## src/rtl/duck_sprite_fetch_if.sv

```systemverilog
// Frame RAM read bus between the duck sprite fetch engine (master) and the sprite-sheet RAM (slave).
interface duck_sprite_fetch_if;
  logic [18:0] read_address;
  logic [4:0]  ram_data;

  modport master (output read_address, input ram_data);
  modport slave  (input read_address, output ram_data);
endinterface

```

## src/rtl/duck_sprite_fetch.sv

```systemverilog
// Duck sprite-sheet read engine: scan-coordinate to frame RAM address, animation sequencer, 2-cycle pixel alignment.
// Optional horizontal mirroring is built only when SPRITE_MIRROR_EN is defined.
module duck_sprite_fetch #(
  parameter int SPR_W       = 20,
  parameter int SPR_H       = 20,
  parameter int FLY_FRAMES  = 3,
  parameter int HOLD        = 8,
  parameter int SHOT_HOLD   = 30,
  parameter int FALL_HOLD   = 60,
  parameter int TRANSPARENT = 0
) (
  input  logic                Clk,
  input  logic                Reset_n,
  input  logic                frame_start,
  input  logic [9:0]          DrawX,
  input  logic [9:0]          DrawY,
  input  logic [9:0]          sprite_x,
  input  logic [9:0]          sprite_y,
  input  logic                spawn,
  input  logic                hit,
  input  logic                flip_h,
  duck_sprite_fetch_if.master ram,
  output logic [2:0]          pixel_idx,
  output logic                pixel_on,
  output logic                busy
);

  localparam int FRAME_W  = $clog2(FLY_FRAMES + 2);
  localparam int HOLD_MAX = (HOLD > SHOT_HOLD) ? ((HOLD > FALL_HOLD) ? HOLD : FALL_HOLD)
                                               : ((SHOT_HOLD > FALL_HOLD) ? SHOT_HOLD : FALL_HOLD);
  localparam int HOLD_W   = $clog2(HOLD_MAX + 1);

  localparam logic [FRAME_W-1:0] ANIM_LAST  = FRAME_W'(FLY_FRAMES - 1);
  localparam logic [FRAME_W-1:0] SHOT_FRAME = FRAME_W'(FLY_FRAMES);
  localparam logic [FRAME_W-1:0] FALL_FRAME = FRAME_W'(FLY_FRAMES + 1);
  localparam logic [HOLD_W-1:0]  HOLD_LAST  = HOLD_W'(HOLD - 1);
  localparam logic [HOLD_W-1:0]  SHOT_LAST  = HOLD_W'(SHOT_HOLD - 1);
  localparam logic [HOLD_W-1:0]  FALL_LAST  = HOLD_W'(FALL_HOLD - 1);
  localparam logic [9:0]         SPR_W_V    = 10'(SPR_W);
  localparam logic [9:0]         SPR_H_V    = 10'(SPR_H);
  localparam logic [18:0]        ROW_STEP   = 19'(SPR_W);
  localparam logic [18:0]        FRAME_SIZE = 19'(SPR_W * SPR_H);
  localparam logic [2:0]         TRANSP_V   = 3'(TRANSPARENT);

  typedef enum logic [1:0] {HIDDEN, FLY, SHOT, FALL} state_t;

  state_t              state;
  logic [FRAME_W-1:0]  anim_cnt;
  logic [HOLD_W-1:0]   hold_cnt;
  logic                spawn_pend;
  logic                hit_pend;
  logic                spawn_req;
  logic                hit_req;
  logic [FRAME_W-1:0]  frame;
  logic [9:0]          lx;
  logic [9:0]          ly;
  logic [9:0]          lx_addr;
  logic                in_box;
  logic [18:0]         addr_next;
  logic [18:0]         read_address_q;
  logic                in_box_d1;
  logic                busy_d1;
  logic                in_box_d2;
  logic                busy_d2;
  logic                unused_ram_bits;

  // A request landing on the same cycle as frame_start still counts for that blank.
  assign spawn_req = spawn_pend | spawn;
  assign hit_req   = hit_pend | hit;
  assign busy      = (state != HIDDEN);

  always_ff @(posedge Clk or negedge Reset_n) begin
    if (!Reset_n) begin
      state      <= HIDDEN;
      anim_cnt   <= '0;
      hold_cnt   <= '0;
      spawn_pend <= 1'b0;
      hit_pend   <= 1'b0;
    end else if (frame_start) begin
      spawn_pend <= 1'b0;
      hit_pend   <= 1'b0;
      case (state)
        HIDDEN: begin
          if (spawn_req) begin
            state    <= FLY;
            anim_cnt <= '0;
            hold_cnt <= '0;
          end
        end
        FLY: begin
          if (hit_req) begin
            state    <= SHOT;
            hold_cnt <= '0;
          end else if (hold_cnt == HOLD_LAST) begin
            hold_cnt <= '0;
            anim_cnt <= (anim_cnt == ANIM_LAST) ? '0 : anim_cnt + 1'b1;
          end else begin
            hold_cnt <= hold_cnt + 1'b1;
          end
        end
        SHOT: begin
          if (hold_cnt == SHOT_LAST) begin
            state    <= FALL;
            hold_cnt <= '0;
          end else begin
            hold_cnt <= hold_cnt + 1'b1;
          end
        end
        default: begin
          if (hold_cnt == FALL_LAST) begin
            state    <= HIDDEN;
            hold_cnt <= '0;
          end else begin
            hold_cnt <= hold_cnt + 1'b1;
          end
        end
      endcase
    end else begin
      if (spawn && state == HIDDEN) spawn_pend <= 1'b1;
      if (hit && state == FLY)      hit_pend   <= 1'b1;
    end
  end

  always_comb begin
    frame = '0;
    case (state)
      FLY:     frame = anim_cnt;
      SHOT:    frame = SHOT_FRAME;
      FALL:    frame = FALL_FRAME;
      default: frame = '0;
    endcase
  end

  // Unsigned wrap makes coordinates left of / above the sprite look huge, so one compare rejects both sides.
  assign lx     = DrawX - sprite_x;
  assign ly     = DrawY - sprite_y;
  assign in_box = (lx < SPR_W_V) && (ly < SPR_H_V);

`ifdef SPRITE_MIRROR_EN
  assign lx_addr = flip_h ? (SPR_W_V - 10'd1 - lx) : lx;
`else
  logic unused_flip_h;
  assign unused_flip_h = flip_h;
  assign lx_addr       = lx;
`endif

  assign addr_next = 19'(frame) * FRAME_SIZE + 19'(ly) * ROW_STEP + 19'(lx_addr);

  always_ff @(posedge Clk or negedge Reset_n) begin
    if (!Reset_n) begin
      read_address_q <= '0;
      in_box_d1      <= 1'b0;
      busy_d1        <= 1'b0;
      in_box_d2      <= 1'b0;
      busy_d2        <= 1'b0;
    end else begin
      if (in_box) read_address_q <= addr_next;
      in_box_d1 <= in_box;
      busy_d1   <= busy;
      in_box_d2 <= in_box_d1;
      busy_d2   <= busy_d1;
    end
  end

  assign ram.read_address = read_address_q;

  // Only the low three bits of the RAM word carry the palette index.
  assign unused_ram_bits = ^ram.ram_data[4:3];
  assign pixel_idx       = in_box_d2 ? ram.ram_data[2:0] : 3'd0;
  assign pixel_on        = in_box_d2 && busy_d2 && (ram.ram_data[2:0] != TRANSP_V);

endmodule

```

## src/flat_wrapper.sv

```systemverilog
// flat-port wrapper written by rule: the top's interface ports become plain ports
module duck_sprite_fetch_flat 
#(
  parameter int SPR_W       = 20,
  parameter int SPR_H       = 20,
  parameter int FLY_FRAMES  = 3,
  parameter int HOLD        = 8,
  parameter int SHOT_HOLD   = 30,
  parameter int FALL_HOLD   = 60,
  parameter int TRANSPARENT = 0
)
  (Clk, Reset_n, frame_start, DrawX, DrawY, sprite_x, sprite_y, spawn, hit, flip_h, pixel_idx, pixel_on, busy, ram_read_address, ram_ram_data);
  duck_sprite_fetch_if ram_i ();
  input  logic Clk;
  input  logic Reset_n;
  input  logic frame_start;
  input  logic [9:0] DrawX;
  input  logic [9:0] DrawY;
  input  logic [9:0] sprite_x;
  input  logic [9:0] sprite_y;
  input  logic spawn;
  input  logic hit;
  input  logic flip_h;
  output logic [2:0] pixel_idx;
  output logic pixel_on;
  output logic busy;
  output wire logic [$bits(ram_i.read_address)-1:0] ram_read_address;
  input wire logic [$bits(ram_i.ram_data)-1:0] ram_ram_data;
  assign ram_read_address = ram_i.read_address;
  assign ram_i.ram_data = ram_ram_data;
  duck_sprite_fetch #(.SPR_W(SPR_W), .SPR_H(SPR_H), .FLY_FRAMES(FLY_FRAMES), .HOLD(HOLD), .SHOT_HOLD(SHOT_HOLD), .FALL_HOLD(FALL_HOLD), .TRANSPARENT(TRANSPARENT)) u_core (.Clk(Clk), .Reset_n(Reset_n), .frame_start(frame_start), .DrawX(DrawX), .DrawY(DrawY), .sprite_x(sprite_x), .sprite_y(sprite_y), .spawn(spawn), .hit(hit), .flip_h(flip_h), .ram(ram_i), .pixel_idx(pixel_idx), .pixel_on(pixel_on), .busy(busy));
endmodule
```

## config.mk

```make
export PLATFORM = sky130hd
export DESIGN_NAME = duck_sprite_fetch_flat
export DESIGN_NICKNAME = d
export VERILOG_FILES = /design/src/rtl/duck_sprite_fetch_if.sv /design/src/rtl/duck_sprite_fetch.sv /design/src/flat_wrapper.sv
export SDC_FILE = /design/constraint.sdc
export NUM_CORES = 1
export LEC_CHECK = 0
export BUFFER_PORTS_ARGS = -buffer_cell sky130_fd_sc_hd__buf_2
export CELL_PAD_IN_SITES_DETAIL_PLACEMENT = 2
export CELL_PAD_IN_SITES_GLOBAL_PLACEMENT = 2
export CORE_UTILIZATION = 36
export DETAILED_ROUTE_END_ITERATION = 16
export MAX_ROUTING_LAYER = met4
export PLACE_DENSITY_LB_ADDON = 0.1
export SLEW_MARGIN = 20
export SYNTH_ARGS = -nofsm -noshare
export SYNTH_HDL_FRONTEND = slang
export SYNTH_SLANG_ARGS = --single-unit
```

## constraint.sdc

```tcl
create_clock -name Clk -period 5.6 [get_ports Clk]
set_input_delay 0.56 -clock Clk [delete_from_list [all_inputs] [get_ports Clk]]
set_output_delay 0.56 -clock Clk [all_outputs]
set_load 0.02 [all_outputs]
```

Yosys cells after proc, flatten, opt, wreduce, memory -nomap -nowiden
Cells that the tools add are included.

cells by class
  $add $sub $neg = 6
  multipliers = 2
  order comparisons = 2
  equality and inequality tests = 12
  multiplexer cells = 22
  bitwise operators = 2
  reductions and logical operators = 15

operators by type and width
  kind                                                         number
  two-way mux 6 bit                                            5
  less-than comparator 10 x 5 -> 1 bit, second input constant  2
  subtractor 10 bit                                            2
  adder 19 x 10 -> 19 bit                                      1
  one-hot mux 6 bit (3 select lines)                           1
  adder 12 x 15 -> 16 bit                                      1
  two-way mux 3 bit                                            5
  multiplier 10 x 3 -> 13 bit, second input constant           1
  AND reduction 5 bit                                          2
  one-hot mux 3 bit (3 select lines)                           1
  multiplier 3 x 5 -> 8 bit, second input constant             1
  two-way mux 2 bit                                            4
  != test 2 x 1 -> 1 bit, second input constant                4
  nonzero test 2 bit                                           4
  adder 6 x 1 -> 6 bit, second input constant                  1
  == test 6 x 3 -> 1 bit, second input constant                1
  == test 6 x 5 -> 1 bit, second input constant                1
  == test 6 bit, second input constant                         1
  one-hot mux 2 bit (3 select lines)                           1
  one-hot mux 3 bit (2 select lines)                           1
  logical AND 1 bit                                            5
  == test 2 bit, second input constant                         2
  two-way mux 1 bit                                            4
  nonzero test 4 bit                                           1
  other kinds (8)                                              9

word-level totals
  flip-flop bits (word level) = 36
  output and inout bits = 24
  logic and storage cells = 71

Depth between registers and ports, before layout
  depth in word-level cells = 5
  mapped depth = 23
  gate-level depth less buffers = 23

Worst setup path after synthesis
Ideal clock, no wire load.

  path type = in2reg
  start point = input port DrawY[0]
  end point = register u_core.read_address_q[11], in the netlist u_core.ram.read_address[11]
  setup time = 0.125 ns
  arrival = 4.740 ns
  slack = 0.736 ns
  stages on the path = 21
  path through = inv_1 ha_1 inv_1 fa_1 a21oi_1 inv_1 a21oi_1 xnor2_1 ha_1 fa_1 a21o_1 a21oi_1 xnor2_1 ha_1 a211oi_1 a21oi_1 ha_1 a21o_1 o21ai_0 xnor2_1 mux2_2

on the way
  word-level cells in the longest chain between the ends = 4
  elaborated cells between the ends (all ways) = 6
  those cells by class = add/sub (3); mul (1); order compare (1); reduce/logical (1)

ends and longest elaborated chain
  element                      line                      text
  from (decl)                  flat_wrapper.sv:18        input logic [9:0] DrawY;
  subtractor 10 bit (*)        duck_sprite_fetch.sv:136  assign ly = DrawY - sprite_y;
  multiplier 10 x 3 -> 13 bit  duck_sprite_fetch.sv:147  assign addr_next = 19'(frame) * FRAME_SIZE + 19'(ly) * ROW_STEP + 19'(lx_addr);
  adder 12 x 15 -> 16 bit      duck_sprite_fetch.sv:147
  adder 19 x 10 -> 19 bit      duck_sprite_fetch.sv:147
  to (signal assigned)         duck_sprite_fetch.sv:157  if (in_box) read_address_q <= addr_next;
  to (decl)                    duck_sprite_fetch.sv:60   logic [18:0] read_address_q;

Every way passes the cells marked *; elsewhere a longest branch is shown, timed or not.
A chain may end at the register's enable or synchronous reset.

Worst setup path in the final report
  start point = input port DrawY[0]
  end point = register u_core.read_address_q[13], in the netlist u_core.ram.read_address[13]

Same word-level chain as after synthesis.

==> impl_metrics.csv <==
group,metric,value,unit
setup_path,crit_type,"in2reg",
drt,ant_nets,0,
drt,drtPass1Iterations,4,
setup_path,r2r-start,"u_core.state[1]",
drt,drcViolationCount,0,
synthesis,synth_top_cell_by_area,"dfrtp_1",
cells_and_area,syn_to_final_growth,15.93,%
pwr,power_frac_comb,0.788,
die,rows,37,
pwr,seqPwrFrac,0.124,
clocking,clk_pin_slew,0.08,ns
clocking,post_cts_resized,0,
drt,drtIter0Drc,74,
sta,post-route-min-period,5.251,ns
setup_path,crit_slowest_cell,"fa_1",
setup_path,arrival,5.43,ns
sta,slew_headroom,0.4599,
drt,viasPerCell,5.439,
sta,finClkSkew,0.01112,ns
cells_and_area,drive_gt1_frac,0.1786,
setup_path,critPathMaxStageDelay,0.48,ns
cells_and_area,fin_nets,643,
placed_design,buffer_ports.inserted,69,
drt,drt-total-wl,11290,um
placed_design,dp.cells,661,
die,io_pins,75,
synthesis,syn_inst,459,
synthesis,synthesis.area,0.003849,mm2
drt,vias,3633,
synthesis,ys_seq_elements,34,
clocking,cts_setup_buffers,0,
sta,setup_tns,0,ns
die,die_y,105.4,um
pwr,switching_power,1.358,mW
sta,final_hold_viol_count,0,
sta,rsz0062_at_grt,"no",
die,die-width,105.4,um
pwr,swShare,0.5102,
cells_and_area,final_common_cell,"buf_2",
global_route,grt_pass1_vias,3956,
placed_design,dp.final_hpwl,9167,um
die,dieArea,0.01111,mm2
sta,min_period_over_period,0.9377,
clocking,h-tree-depth,2,
setup_path,endpoint_kind,"flop",
sta,setup_violations,0,
pwr,power_density,596.8,mW/mm2
pwr,leakage,2.308,nW
die,core-area,0.01032,mm2
synthesis,synth_edf_count,0,
synthesis,yosys_warnings,0,
pwr,peakVddDrop,0.2779,mV
cells_and_area,diodes,0,
synthesis,synth_top_area_share,0.2211,
clocking,cts_sinks,34,
clocking,cts_root_buf,"clkbuf_8",
setup_path,cp-startpoint,"DrawY[0]",
die,start_util,0.3728,
clocking,cts_tree,"yes",
global_route,grt_pass1_wl,18680,um
setup_path,cp_max_fo,4,
cells_and_area,final_cells,668,
clocking,ctsHoldBuffers,0,
worst_hold_path,hold_path_class,"in2async",
setup_path,worstSetupStartpointType,"input pin",
synthesis,ys_async_sr_fraction,1.000,
global_route,antenna_found_initial,0,
placed_design,gp_congestion,0.8071,
pwr,clkPwrFrac,0.088,
synthesis,synth-seq-area-share,0.2211,
global_route,grt_max_degree,35,
sta,slew_viol_final,0,
synthesis,ys_dominant_reg_cell,"dfrtp_1",
setup_path,cp.required,5.78,ns
sta,fmax,0.1904,GHz
synthesis,avgSynthCellArea,8.385,um2
pwr,p_int,1.304,mW
flow_run,drv_cap,0,
synthesis,synth_area_leaders,"dfrtp_1, ha_1, o21ai_0",
global_route,grt-ovfl-total,0,
clocking,cts_max_path_buffers,2,
setup_path,worstPathCellList,"buf_2, inv_1, ha_1, inv_1, fa_1, a21oi_1, inv_1, a21oi_1, xnor2_1, ha_1, fa_1, a21o_1, a21oi_1, xnor2_1, ha_1, o21a_1, a21oi_1, ha_1, a21o_1, o21ai_0, nor4_1, o31ai_1",
sta,tightest_slew,0.8101,ns
run_status,outcome,"completed",
synthesis,post_synth_num_cell_types,57,
clocking,numCtsBuffers,5,
cells_and_area,final_cell_mix,"buf_2, ha_1, inv_1",
clocking,clock_latency,0.29,ns
drt,route.detailed.wl_per_inst,16.90,um
global_route,grt_use_total,0.2126,
[critical path: cells and delay by family]
kind                       cells  cell delay, ns
buffers and inverters          4            0.28
xor gates and xnor gates       2            0.32
adders and majority gates      6            1.97
and+or+nand+nor                1            0.12
AOI/OAI and AO/OA              9            2.18
[Yosys cell counts (2+ instances only)]
cell type and instances:
a211o_1 2, a211oi_1 7, a21boi_0 5, a21o_1 10, a21oi_1 19, a221oi_1 2
a22o_1 3, and2_1 13, and3_1 5, buf_4 2, clkbuf_1 4, dfrtp_1 34
fa_1 5, ha_1 55, inv_1 44, mux2_2 7, nand2_1 23, nand2b_1 3
nand3_1 10, nand3b_1 2, nand4_1 6, nor2_1 40, nor2b_1 7, nor3_1 10
nor4_1 2, o2111ai_1 3, o211ai_1 4, o21a_1 11, o21ai_0 42, o21bai_1 5
o22ai_1 2, o31a_1 3, o31ai_1 4, or2_2 2, or3_1 5, xnor2_1 21
xor2_1 17
[path summary, 6_finish.rpt]
path | end | depth (start not counted) | slack, ns
min in group Clk | u_core.in_box_d2 | 0 | 0.36
worst max-delay path | u_core.ram.read_address[13] | 22 | 0.35
worst min-delay path | u_core.hold_cnt[5] | 1 | 0.36
worst min register to register | u_core.in_box_d2 | 0 | 0.36
max in group asynchronous | u_core.ram.read_address[13] | 1 | 4.73
worst max register to register | u_core.ram.read_address[13] | 15 | 1.45
[per-stage QoR]
step | util | area (um2) | power [mW] | setup slack, ns | hold slack (ns)
2_1_floorplan | - | 3852 | 1.850 | 0.7357 | 0.2644
3_3_place_gp | 0.4213 | 4349 | 2.263 | 0.2598 | 0.3396
3_5_place_dp | 0.4213 | 4349 | 2.374 | 0.1198 | 0.3364
4_1_cts | 0.4322 | 4462 | 2.686 | 0.3012 | 0.3652
5_1_grt | 0.4322 | 4462 | 2.906 | 0.001168 | 0.3664
6_report | 0.4322 | 4462 | 2.663 | 0.3488 | 0.3625
[routing by layer]
layer / part of all wire / global-route usage / vias up
li1: - / - / 1779
met1: 0.47 / 0.2665 / 1805
met2: 0.51 / 0.3792 / 45
met3: 0.017 / 0.02597 / 4
met4: 0.0037 / 0.01811 / 0
met5: 0 / - / -
[power groups by stage]
stage / sequential (mW) / combinational [mW] / clock, mW
4_1_cts: 0.331 / 2.11 / 0.242
3_5_place_dp: 0.335 / 2.04 / 0
6_report: 0.331 / 2.10 / 0.234
2_1_floorplan: 0.329 / 1.52 / 0
5_1_grt: 0.338 / 2.32 / 0.251
3_3_place_gp: 0.333 / 1.93 / 0
[layout make-up]
class,instances,area [um2]
clock buffer,6,82.58
clock inverter,1,30.03
sequential,34,850.8
tap,136,170.2
fill,1230,5862
multi-input combinational,375,2795
inverter,44,165.2
timing repair buffer,72,367.9
[kinds of logic after synthesis]
kind of cell / share of synthesized area
compound gates: 0.2357
simple gates: 0.1730
fa+ha+maj: 0.2048
buf+inv: 0.05364
xor+xnor: 0.08648
flops: 0.2211
mux: 0.02438
other cells: 0.0009744
[state kept, by name, summed over array words and instances (netlist names)]
name	count
u_core.spawn_pend	1
u_core.ram.read_address	17
u_core.hold_cnt	6
u_core.in_box_d2	1
u_core.in_box_d1	1
u_core.busy_d1	1
u_core.state	2
u_core.hit_pend	1
u_core.anim_cnt	3
u_core.busy_d2	1
Note: power is estimated with default switching activity, not from simulation.
